$ cat src/rtl/mem_arb_module.sv
// ============================================================================
// mem_arb_module
// Round-robin arbiter and 4-beat burst sequencer between the I-side and D-side
// refill ports and the MMU memory controller.
// Revision: 1.0
// ============================================================================
`default_nettype none

`ifndef PHY_ADDR_WIDTH
`define PHY_ADDR_WIDTH 32
`endif
`ifndef BYTE_MASK_WIDTH
`define BYTE_MASK_WIDTH 16
`endif

module mem_arb_module #(
    parameter int BEAT_NUM  = 4,
    parameter int CTR_WIDTH = 3
) (
    input  logic                         clk,
    input  logic                         rst_n,
    input  logic                         i_req0_vld,
    input  logic [`PHY_ADDR_WIDTH-1:0]   i_req0_paddr,
    input  logic                         i_req1_vld,
    input  logic                         i_req1_wr,
    input  logic [`PHY_ADDR_WIDTH-1:0]   i_req1_paddr,
    input  logic [`BYTE_MASK_WIDTH-1:0]  i_req1_mask,
    input  logic [127:0]                 i_req1_wdat,
    output logic                         o_req0_gnt,
    output logic                         o_req1_gnt,
    output logic                         o_req1_wpop,
    output logic                         o_req0_rvld,
    output logic                         o_req1_rvld,
    output logic [127:0]                 o_rdat,
    output logic                         o_req0_done,
    output logic                         o_req1_done,
    output logic                         o_mem_ext_rden,
    output logic                         o_mem_ext_wren,
    output logic [`BYTE_MASK_WIDTH-1:0]  o_mem_ext_mask,
    output logic [2:0]                   o_mem_ext_burst,
    output logic [`PHY_ADDR_WIDTH-1:0]   o_mem_ext_paddr,
    output logic [127:0]                 o_mem_ext_wdat,
    output logic                         o_mem_ext_burst_start,
    output logic                         o_mem_ext_burst_end,
    output logic                         o_mem_ext_burst_vld,
    input  logic                         i_ext_mmu_rdy,
    input  logic                         i_ext_mmu_rd_ack,
    input  logic                         i_ext_mmu_wr_ack,
    input  logic [127:0]                 i_ext_mmu_rdat,
    output logic                         o_arb_err
);

    typedef enum logic [1:0] {
        S_IDLE  = 2'd0,
        S_BURST = 2'd1,
        S_WAIT  = 2'd2,
        S_DONE  = 2'd3
    } state_t;

    localparam logic [CTR_WIDTH-1:0] C_LAST_BEAT = CTR_WIDTH'(BEAT_NUM - 1);

    state_t                 r_state;
    logic [CTR_WIDTH-1:0]   r_cnt;
    logic                   r_last;
    logic                   r_port;
    logic                   r_wr;
    logic                   w_pick1;
    logic                   w_wr;

    // Port 1 wins when it is the only requester, or on a tie when port 0 went last.
    assign w_pick1 = i_req1_vld & (~i_req0_vld | ~r_last);
    assign w_wr    = w_pick1 & i_req1_wr;

    // Write data passes straight through so the requester can advance on each pop.
    assign o_mem_ext_wdat = (o_mem_ext_burst_vld && r_wr) ? i_req1_wdat : '0;

    always_ff @(posedge clk or negedge rst_n) begin
        if (!rst_n) begin
            r_state               <= S_IDLE;
            r_cnt                 <= '0;
            r_last                <= 1'b1;
            r_port                <= 1'b0;
            r_wr                  <= 1'b0;
            o_req0_gnt            <= 1'b0;
            o_req1_gnt            <= 1'b0;
            o_req1_wpop           <= 1'b0;
            o_req0_rvld           <= 1'b0;
            o_req1_rvld           <= 1'b0;
            o_rdat                <= '0;
            o_req0_done           <= 1'b0;
            o_req1_done           <= 1'b0;
            o_mem_ext_rden        <= 1'b0;
            o_mem_ext_wren        <= 1'b0;
            o_mem_ext_mask        <= '0;
            o_mem_ext_burst       <= 3'd0;
            o_mem_ext_paddr       <= '0;
            o_mem_ext_burst_start <= 1'b0;
            o_mem_ext_burst_end   <= 1'b0;
            o_mem_ext_burst_vld   <= 1'b0;
            o_arb_err             <= 1'b0;
        end else begin
            o_req0_gnt      <= 1'b0;
            o_req1_gnt      <= 1'b0;
            o_req0_rvld     <= 1'b0;
            o_req1_rvld     <= 1'b0;
            o_req0_done     <= 1'b0;
            o_req1_done     <= 1'b0;
            o_mem_ext_burst <= 3'd4;

            if (i_ext_mmu_rd_ack && i_ext_mmu_wr_ack) begin
                o_arb_err <= 1'b1;
            end
            if ((i_ext_mmu_rd_ack || i_ext_mmu_wr_ack) &&
                (r_state == S_IDLE || r_state == S_BURST)) begin
                o_arb_err <= 1'b1;
            end

            case (r_state)
                S_IDLE: begin
                    if (i_ext_mmu_rdy && (i_req0_vld || i_req1_vld)) begin
                        r_state               <= S_BURST;
                        r_cnt                 <= '0;
                        r_last                <= w_pick1;
                        r_port                <= w_pick1;
                        r_wr                  <= w_wr;
                        o_mem_ext_paddr       <= w_pick1 ? i_req1_paddr : i_req0_paddr;
                        o_mem_ext_mask        <= w_pick1 ? i_req1_mask : '1;
                        o_req0_gnt            <= ~w_pick1;
                        o_req1_gnt            <= w_pick1;
                        o_mem_ext_burst_vld   <= 1'b1;
                        o_mem_ext_burst_start <= 1'b1;
                        o_mem_ext_burst_end   <= (C_LAST_BEAT == '0);
                        o_mem_ext_rden        <= ~w_wr;
                        o_mem_ext_wren        <= w_wr;
                        o_req1_wpop           <= w_wr;
                    end
                end
                S_BURST: begin
                    o_mem_ext_burst_start <= 1'b0;
                    o_mem_ext_rden        <= 1'b0;
                    o_mem_ext_wren        <= 1'b0;
                    if (r_cnt == C_LAST_BEAT) begin
                        r_state             <= S_WAIT;
                        r_cnt               <= '0;
                        o_mem_ext_burst_vld <= 1'b0;
                        o_mem_ext_burst_end <= 1'b0;
                        o_req1_wpop         <= 1'b0;
                    end else begin
                        r_cnt               <= r_cnt + 1'b1;
                        o_mem_ext_burst_end <= (r_cnt == C_LAST_BEAT - 1'b1);
                    end
                end
                S_WAIT: begin
                    // Acks of the wrong kind are flagged and otherwise ignored.
                    if (i_ext_mmu_rd_ack && !i_ext_mmu_wr_ack) begin
                        if (r_wr) begin
                            o_arb_err <= 1'b1;
                        end else begin
                            o_rdat      <= i_ext_mmu_rdat;
                            o_req0_rvld <= ~r_port;
                            o_req1_rvld <= r_port;
                            r_cnt       <= r_cnt + 1'b1;
                            if (r_cnt == C_LAST_BEAT) begin
                                r_state     <= S_DONE;
                                o_req0_done <= ~r_port;
                                o_req1_done <= r_port;
                            end
                        end
                    end else if (i_ext_mmu_wr_ack && !i_ext_mmu_rd_ack) begin
                        if (!r_wr) begin
                            o_arb_err <= 1'b1;
                        end else begin
                            r_state     <= S_DONE;
                            o_req0_done <= ~r_port;
                            o_req1_done <= r_port;
                        end
                    end
                end
                S_DONE: begin
                    r_state <= S_IDLE;
                end
                default: begin
                    r_state <= S_IDLE;
                end
            endcase
        end
    end

endmodule

`default_nettype wire

$ cat config.mk
export PLATFORM = sky130hd
export DESIGN_NAME = mem_arb_module
export DESIGN_NICKNAME = d
export VERILOG_FILES = /design/src/rtl/mem_arb_module.sv
export SDC_FILE = /design/constraint.sdc
export NUM_CORES = 1
export LEC_CHECK = 0
export CELL_PAD_IN_SITES_DETAIL_PLACEMENT = 0
export CELL_PAD_IN_SITES_GLOBAL_PLACEMENT = 1
export CORE_AREA = 4 4 254 256
export CTS_CLUSTER_DIAMETER = 40
export DETAILED_ROUTE_END_ITERATION = 12
export DIE_AREA = 0 0 258 260
export GPL_TIMING_DRIVEN = 1
export PLACE_DENSITY_LB_ADDON = 0.05
export RECOVER_POWER = 100
export SETUP_SLACK_MARGIN = 0.5
export SLEW_MARGIN = 20
export SYNTH_ARGS = -nofsm -noshare
export SYNTH_HDL_FRONTEND = slang
export SYNTH_SLANG_ARGS = --single-unit
export TNS_END_PERCENT = 100
$ cat constraint.sdc
create_clock -name clk -period 3.9 [get_ports clk]
set_input_delay 0.39 -clock clk [delete_from_list [all_inputs] [get_ports clk]]
set_output_delay 0.39 -clock clk [all_outputs]
set_load 0.1 [all_outputs]
Yosys cells after proc, flatten, opt, wreduce, memory -nomap -nowiden
Cells that the tools add are included.
W data, S select, Z words.
{"block": "word_totals", "word_cells": 122, "output_inout_bits": 320, "in_bits": 344, "reg_bits": 198}
{"block": "classes", "n_reduce_logical": 20, "bitwise_logic": 9, "n_addsub": 1, "n_eq_ne": 13, "n_mux": 57}
{"op": "$mux W128", "count": 1}
{"op": "$mux W1", "count": 35}
{"op": "$mux W32", "count": 1}
{"op": "$mux W16", "count": 1}
{"op": "$mux W2", "count": 7}
{"op": "$mux W3", "count": 4}
{"op": "$ne A3 B3 Y1 const B", "count": 4}
{"op": "$pmux W1 S2", "count": 6}
{"op": "$pmux W3 S3", "count": 1}
{"op": "$pmux W2 S4", "count": 1}
{"op": "$eq A3 B2 Y1 const B", "count": 2}
{"op": "$logic_and A1 B1 Y1", "count": 6}
{"op": "$not A1 Y1", "count": 6}
{"op": "$reduce_and A3 Y1", "count": 2}
{"op": "$reduce_and A6 Y1", "count": 1}
{"op": "$eq A2 B2 Y1 const B", "count": 2}
{"op": "$ne A2 B1 Y1 const B", "count": 2}
{"op": "$ne A2 B2 Y1 const B", "count": 2}
{"op": "$reduce_and A2 Y1", "count": 2}
{"op": "$reduce_and A4 Y1", "count": 1}
{"op": "$add A3 B1 Y3 const B", "count": 1}
{"op": "$logic_or A1 B1 Y1", "count": 3}
{"op": "$reduce_bool A3 Y1", "count": 1}
{"op": "$and A1 B1 Y1", "count": 2}
{"op": "other kinds (5)", "count": 6}

Longest topological paths before layout
Gate-level depths: netlist (run 1).
{"block": "logic_depth", "word_depth": 8, "depth_mapped": 8, "depth_no_buf": 7}

Worst setup path after synthesis (run 1)
No wires, ideal clock.
{"block": "synth_timing", "path_type": "register -> output", "startpoint": "register o_mem_ext_burst_vld", "endpoint": "output port o_mem_ext_wdat[100]", "path_buffers": 2, "arrival_ns": 2.286, "path_stages_with_launch": 4, "setup_slack_ns": 1.224, "path_cell_list": "dfrtp_1 clkbuf_1 clkbuf_1 and3_1"}
{"block": "synth_via", "elab_chain_len": 2}
{"element": "start: declaration", "line_no": "45", "rtl": "output logic o_mem_ext_burst_vld,"}
{"element": "start signal: assignment", "line_no": "99", "rtl": "o_mem_ext_burst_vld <= 1'b0;"}
{"element": "start signal: assignment", "line_no": "130", "rtl": "o_mem_ext_burst_vld <= 1'b1;"}
{"element": "start signal: assignment", "line_no": "145", "rtl": "o_mem_ext_burst_vld <= 1'b0;"}
{"element": "$logic_and A1 B1 Y1", "line_no": "75", "rtl": "assign o_mem_ext_wdat = (o_mem_ext_burst_vld && r_wr) ? i_req1_wdat : '0;"}
{"element": "$mux W128", "line_no": "75"}
{"element": "end: declaration", "line_no": "42", "rtl": "output logic [127:0] o_mem_ext_wdat,"}
Every way passes these cells.

Final worst setup path (run 1)
{"block": "layout_timing", "startpoint": "register r_wr", "endpoint": "output port o_mem_ext_wdat[30]"}
{"block": "layout_via", "elab_chain_len": 2}
{"element": "start: declaration", "line_no": "66", "rtl": "logic r_wr;"}
{"element": "start signal: assignment", "line_no": "125", "rtl": "r_wr <= w_wr;"}
{"element": "$logic_and A1 B1 Y1", "line_no": "75"}
{"element": "$mux W128", "line_no": "75"}
Every way passes these cells.

==> results of run 1 <==
-- worst max path at each step --
stage                     cells past startpoint  slack (ns)                   to                 from
final                                         3        0.57   o_mem_ext_wdat[30]                 r_wr
after detailed placement                      7        1.04           o_rdat[31]     i_ext_mmu_wr_ack
after floorplan                               3        1.22  o_mem_ext_wdat[100]  o_mem_ext_burst_vld
after CTS                                     2        0.71   o_mem_ext_wdat[10]  o_mem_ext_burst_vld
after global routing                          3        0.33   o_mem_ext_wdat[94]                 r_wr
after global placement                        7        1.02           o_rdat[17]     i_ext_mmu_wr_ack
-- what timing repair did --
item / 4_1_cts / 5_1_grt
gates resized for setup: 0 / 0
hold buffers: 1 / 0
buffers inserted: 0 / 0
hold endpoints to repair: 92 / 0
-- flip-flops by register name, summed over array words and instances (netlist names), 2 cells and up --
signal	count
r_cnt	3
o_rdat	128
o_mem_ext_mask	16
o_mem_ext_paddr	32
r_state	2
-- layout by cell type (no fill, tap or decap), types with 2 or more instances in the layout --
master	synthesis	routed
inv_6	0	4
mux2_2	33	33
clkbuf_8	0	2
conb_1	2	3
mux2_1	0	95
clkdlybuf4s50_1	0	340
ha_1	11	11
clkinv_2	0	2
clkbuf_16	0	17
mux2_4	98	3
clkbuf_1	33	16
o21ai_0	36	42
o22a_1	16	16
dlygate4sd3_1	0	205
nand3_1	3	3
and3_1	130	130
dfrtp_2	0	2
nor2_1	9	9
nor2b_1	2	3
inv_1	13	13
clkinv_4	0	3
buf_4	3	48
clkbuf_2	0	61
dfrtp_1	197	195
o21ai_1	8	2
diode_2	0	5
a21oi_1	8	8
buf_12	0	3
mux2i_1	34	34
nand2_1	40	40
inv_8	0	2
-- per-stage QoR --
stage	worst slack, ns	util	std cells	hold slack [ns]	area [um^2]
2_1_floorplan	1.22	-	715	0.0944	9230
3_3_place_gp	1.02	0.263	2172	0.462	16400
3_5_place_dp	1.04	0.263	2172	0.467	16400
4_1_cts	0.714	0.272	2205	0.460	17000
5_1_grt	0.334	0.262	2205	0.455	16400
6_report	0.566	0.262	2210	0.475	16400
-- layout make-up --
cell class,instances,area share
Inverter,13,0.00298
Clock inverter,12,0.00671
Sequential cell,198,0.302
Clock buffer,20,0.0278
Multi-Input combinational cell,443,0.214
Timing Repair Buffer,673,0.381
Tap cell,846,0.0645
Antenna cell,5,0.000763
-- critical path: cells and delay by family (launching register included) --
family	cells	cell delay, ns
buffers and inverters	2	1.41
flip-flops	1	0.71
AND/OR/NAND/NOR	1	0.33
-- per-layer routing --
metal  vias up  global-route usage  wire (um)
met4         6              0.0359        539
met2       333               0.255      25500
met1      3958               0.149      17700
li1       3789                   -          -
met3        35              0.0576       4170
met5         -                   0         49
-- cell families after synthesis --
kind of cell / synth area share
AOI/OAI and AO/OA: 0.0499
buffers and inverters: 0.0442
adders and majority gates: 0.0149
xor gates and xnor gates: 0.000950
other: 0.000814
muxes: 0.237
DFF: 0.537
and+or+nand+nor: 0.115
==> flow_metrics.env, run 1 <==
export IMPL_status="complete, but fails checks"
export IMPL_violations="capacitance limit, slew limit"
export IMPL_wire_per_inst_um=21.7
export IMPL_areaGrowthSynthToFinish_pct=77.8
export IMPL_cp_required_ns=3.51
export IMPL_ys_top_cells_by_area="dfrtp_1 (53%), mux2_4 (16%), and3_1 (8.8%)"
export IMPL_cts_max_path_buffers=2
export IMPL_worstReg2RegStart="r_last"
export IMPL_crit_arrival_ns=2.94
export IMPL_setup_violations=0
export IMPL_cts_root_buf="clkbuf_16"
export IMPL_yosysTopAreaCell="dfrtp_1"
export IMPL_synth_top_area_frac=0.534
export IMPL_seqCellArea_mm2=0.00496
export IMPL_crit_path_top_delay_cell="clkbuf_1"
export IMPL_relSlewSlack=-0.261
export IMPL_place_congestion=0.883
export IMPL_hold_path_endpoint="o_mem_ext_paddr[4]"
export IMPL_cap_viol_max_count=2
export IMPL_yosys_top_cells_count="dfrtp_1 (197), and3_1 (130), mux2_4 (98), nand2_1 (40), o21ai_0 (36)"
export IMPL_grt_pass1_wl_mm=67.4
export IMPL_synth_edf_count=0
export IMPL_slew_violations=80
export IMPL_r2r_worst_path_cells=5
export IMPL_drive_gt1_frac=0.136
export IMPL_die_x_um=258
export IMPL_critPathLaunchType="flip-flop"
export IMPL_synthCells=714
export IMPL_drc=0
export IMPL_hp_class="flip-flop to flip-flop"
export IMPL_min_period_ns=3.33
export IMPL_io_buffers=661
export IMPL_setup_tns_final_ns=0
export IMPL_worst_slew_pin_slew_ns=1.89
export IMPL_antenna_found_initial=9
export IMPL_synth_async_reset_ratio=1.00
export IMPL_grtUsageTotal=0.139
export IMPL_path_class="flip-flop to output port"
export IMPL_initial_utilization=0.148
export IMPL_postRouteAntennaNets=0
export IMPL_vias=8121
export IMPL_clock_fmax_mhz=300
export IMPL_synth_warnings=0
export IMPL_fill_cells=6762
export IMPL_finalHoldViolCount=0
export IMPL_ys_flop_type="dfrtp_1"
export IMPL_clkTransAtPathRegs_ns=0.07
export IMPL_synth_avg_cell_area_um2=12.9
export IMPL_wl_mm=48.0
export IMPL_firstDrtPassIters=4
export IMPL_rsz0062_at_grt="false"
export IMPL_synth_ff_latch_count=198
export IMPL_r2r_slack_ns=1.10
export IMPL_vias_per_cell=3.67
export IMPL_worstReg2RegEnd="o_req1_wpop"
export IMPL_yosysSeqAreaShare=0.537
export IMPL_cp_end_kind="output port"
export IMPL_cpPeakStageDelay_ns=1.10
export IMPL_rows=92
export IMPL_post_route_period_util=0.855
export IMPL_ys_types=33
export IMPL_cp_cell_sequence="clkbuf_1, and3_1, buf_4"
export IMPL_cts_made_buffers=17
export IMPL_grt_max_degree=96
export IMPL_htree_levels=4
export IMPL_dieArea_mm2=0.0671
export IMPL_fin_nets=1701
export IMPL_cts_tree="done"
export IMPL_drtIter0Drc=310
export IMPL_skew_ns=0.0148
export IMPL_grt_pass1_vias=8599
export IMPL_hp_start="o_mem_ext_paddr[4]"
export IMPL_die_y_um=260
export IMPL_cts_sinks=198
export IMPL_min_path_cells=2
export IMPL_synth_area_mm2=0.00922
export IMPL_yosysMostFrequentCell="dfrtp_1"
export IMPL_core_area_mm2=0.0625
export IMPL_io_pins=664
export IMPL_clock_latency_ns=0.48
export IMPL_cp_max_fo=42
export IMPL_grt_overflow=0
export IMPL_multi_input_area_mm2=0.00350
export IMPL_dpl_hpwl_mm=38.4
Power of run 1 is left out: the tool's default activity adds up to more than one toggle a clock period on the data nets, which glitch-free logic cannot reach.
==> run 2: changes to the inputs <==
--- a/config.mk
+++ b/config.mk
@@ -15,6 +15,7 @@
 export PLACE_DENSITY_LB_ADDON = 0.05
 export RECOVER_POWER = 100
 export SETUP_SLACK_MARGIN = 0.5
+export SKIP_CTS_REPAIR_TIMING = 1
 export SLEW_MARGIN = 20
 export SYNTH_ARGS = -nofsm -noshare
 export SYNTH_HDL_FRONTEND = slang
==> run 2 against run 1 <==
- the flow still finishes with violations (capacitance limit, slew limit)
- critical path depth stayed put
- die area unchanged
- non-clock buffer count unchanged
- setup slack did not move
- first-iteration DRC count did not move
- routed wire length about the same
- critical endpoint unchanged
==> flow_metrics.env, run 2 (synthesized netlist as in run 1, its figures left out) <==
export IMPL_crit_arrival_ns=2.94
export IMPL_firstDrtPassIters=4
export IMPL_die_x_um=258
export IMPL_finalHoldViolCount=0
export IMPL_vias=8121
export IMPL_cts_sinks=198
export IMPL_grtUsageTotal=0.139
export IMPL_htree_levels=4
export IMPL_cp_end_kind="output port"
export IMPL_reg_top3="o_rdat: 128 flops, o_mem_ext_paddr: 32 flops, o_mem_ext_mask: 16 flops"
export IMPL_min_period_ns=3.33
export IMPL_drc=0
export IMPL_skew_ns=0.0148
export IMPL_drtIter0Drc=310
export IMPL_largest_reg_flops=128
export IMPL_final_cell_mix="clkdlybuf4s50_1 (340), dlygate4sd3_1 (205), dfrtp_1 (195), and3_1 (130), mux2_1 (95)"
export IMPL_cts_max_path_buffers=2
export IMPL_wire_per_inst_um=21.7
export IMPL_cts_tree="done"
export IMPL_path_class="flip-flop to output port"
export IMPL_hp_class="flip-flop to flip-flop"
export IMPL_top_register="o_rdat"
export IMPL_worst_slew_pin_slew_ns=1.89
export IMPL_status="complete, but fails checks"
export IMPL_die_y_um=260
export IMPL_cp_required_ns=3.51
export IMPL_violations="capacitance limit, slew limit"
export IMPL_grt_max_degree=96
export IMPL_cp_cell_sequence="clkbuf_1, and3_1, buf_4"
export IMPL_fill_cells=6763
export IMPL_dpl_hpwl_mm=38.4
export IMPL_clock_latency_ns=0.48
export IMPL_drive_gt1_frac=0.136
export IMPL_post_route_period_util=0.855
export IMPL_setup_violations=0
export IMPL_mostFrequentLayoutCell="clkdlybuf4s50_1"
export IMPL_io_pins=664
export IMPL_setup_tns_final_ns=0
export IMPL_clkTransAtPathRegs_ns=0.07
export IMPL_critPathLaunchType="flip-flop"
export IMPL_vias_per_cell=3.67
export IMPL_antenna_found_initial=9
export IMPL_grt_overflow=0
export IMPL_clock_fmax_mhz=300
export IMPL_cts_root_buf="clkbuf_16"
export IMPL_cp_max_fo=42
export IMPL_areaGrowthSynthToFinish_pct=77.8
export IMPL_cts_made_buffers=17
export IMPL_relSlewSlack=-0.261
export IMPL_wl_mm=48.0
export IMPL_crit_family="buffers and inverters"
export IMPL_rsz0062_at_grt="false"
export IMPL_cpPeakStageDelay_ns=1.10
export IMPL_critical_path_buf_inv_count=2
export IMPL_slew_violations=80
export IMPL_cap_viol_max_count=2
export IMPL_place_congestion=0.883
export IMPL_postRouteAntennaNets=0
export IMPL_grt_pass1_vias=8596
export IMPL_core_area_mm2=0.0625
export IMPL_dieArea_mm2=0.0671
export IMPL_initial_utilization=0.148
export IMPL_fin_nets=1701
export IMPL_grt_pass1_wl_mm=67.4
export IMPL_io_buffers=661
export IMPL_crit_path_top_delay_cell="clkbuf_1"
export IMPL_rows=92
## run 2: cell counts in the layout (fill, tap and decap cells not counted)
Identical to the previous run, type by type.
## run 2: worst min-delay path, cell delays in order, from the launching register on
cell and delay [ns]:
dfrtp_1 0.34, nand2_1 0.04, o21ai_0 0.06
## run 2: per-layer routing
metal	GRT usage	share of wire	routed length, um	vias to the layer above
met3	0.0576	0.087	4170	35
met2	0.255	0.53	25500	333
met1	0.149	0.37	17700	3958
met5	0	0.0010	49	-
li1	-	-	-	3789
met4	0.0359	0.011	539	6
## run 2: final timing paths
| path | from | to | slack [ns] | cells after the start |
|---|---|---|---|---|
| max in group asynchronous | rst_n | o_rdat[68] | 1.02 | 3 |
| max | r_wr | o_mem_ext_wdat[30] | 0.57 | 3 |
| min | o_mem_ext_paddr[4] | o_mem_ext_paddr[4] | 0.48 | 2 |
| min reg2reg | o_mem_ext_paddr[4] | o_mem_ext_paddr[4] | 0.48 | 2 |
| max reg2reg | r_last | o_req1_wpop | 1.10 | 5 |
| min in group asynchronous | rst_n | o_rdat[117] | 0.52 | 2 |
## run 2: cell type report
| cell class | count | area, um^2 | share of cell area |
|---|---|---|---|
| timing repair buffer | 673 | 6250 | 0.381 |
| sequential | 198 | 4960 | 0.302 |
| multi-input combinational | 443 | 3500 | 0.214 |
| tap | 846 | 1060 | 0.0645 |
| clock buffer | 20 | 457 | 0.0278 |
| clock inverter | 12 | 110 | 0.00671 |
| inverter | 13 | 48.8 | 0.00298 |
| antenna | 5 | 12.5 | 0.000763 |
## run 2: stage by stage
stage / std cells / hold slack [ns] / instance area, um^2 / setup WS (ns) / utilization
5_1_grt: 2205 / 0.455 / 16400 / 0.334 / 0.262
6_report: 2210 / 0.475 / 16400 / 0.566 / 0.262
3_3_place_gp: 2172 / 0.462 / 16400 / 1.02 / 0.263
4_1_cts: 2204 / -0.0450 / 17000 / 0.714 / 0.272
2_1_floorplan: 715 / 0.0944 / 9230 / 1.22 / -
3_5_place_dp: 2172 / 0.467 / 16400 / 1.04 / 0.263
Power of run 2 is left out for the same reason.
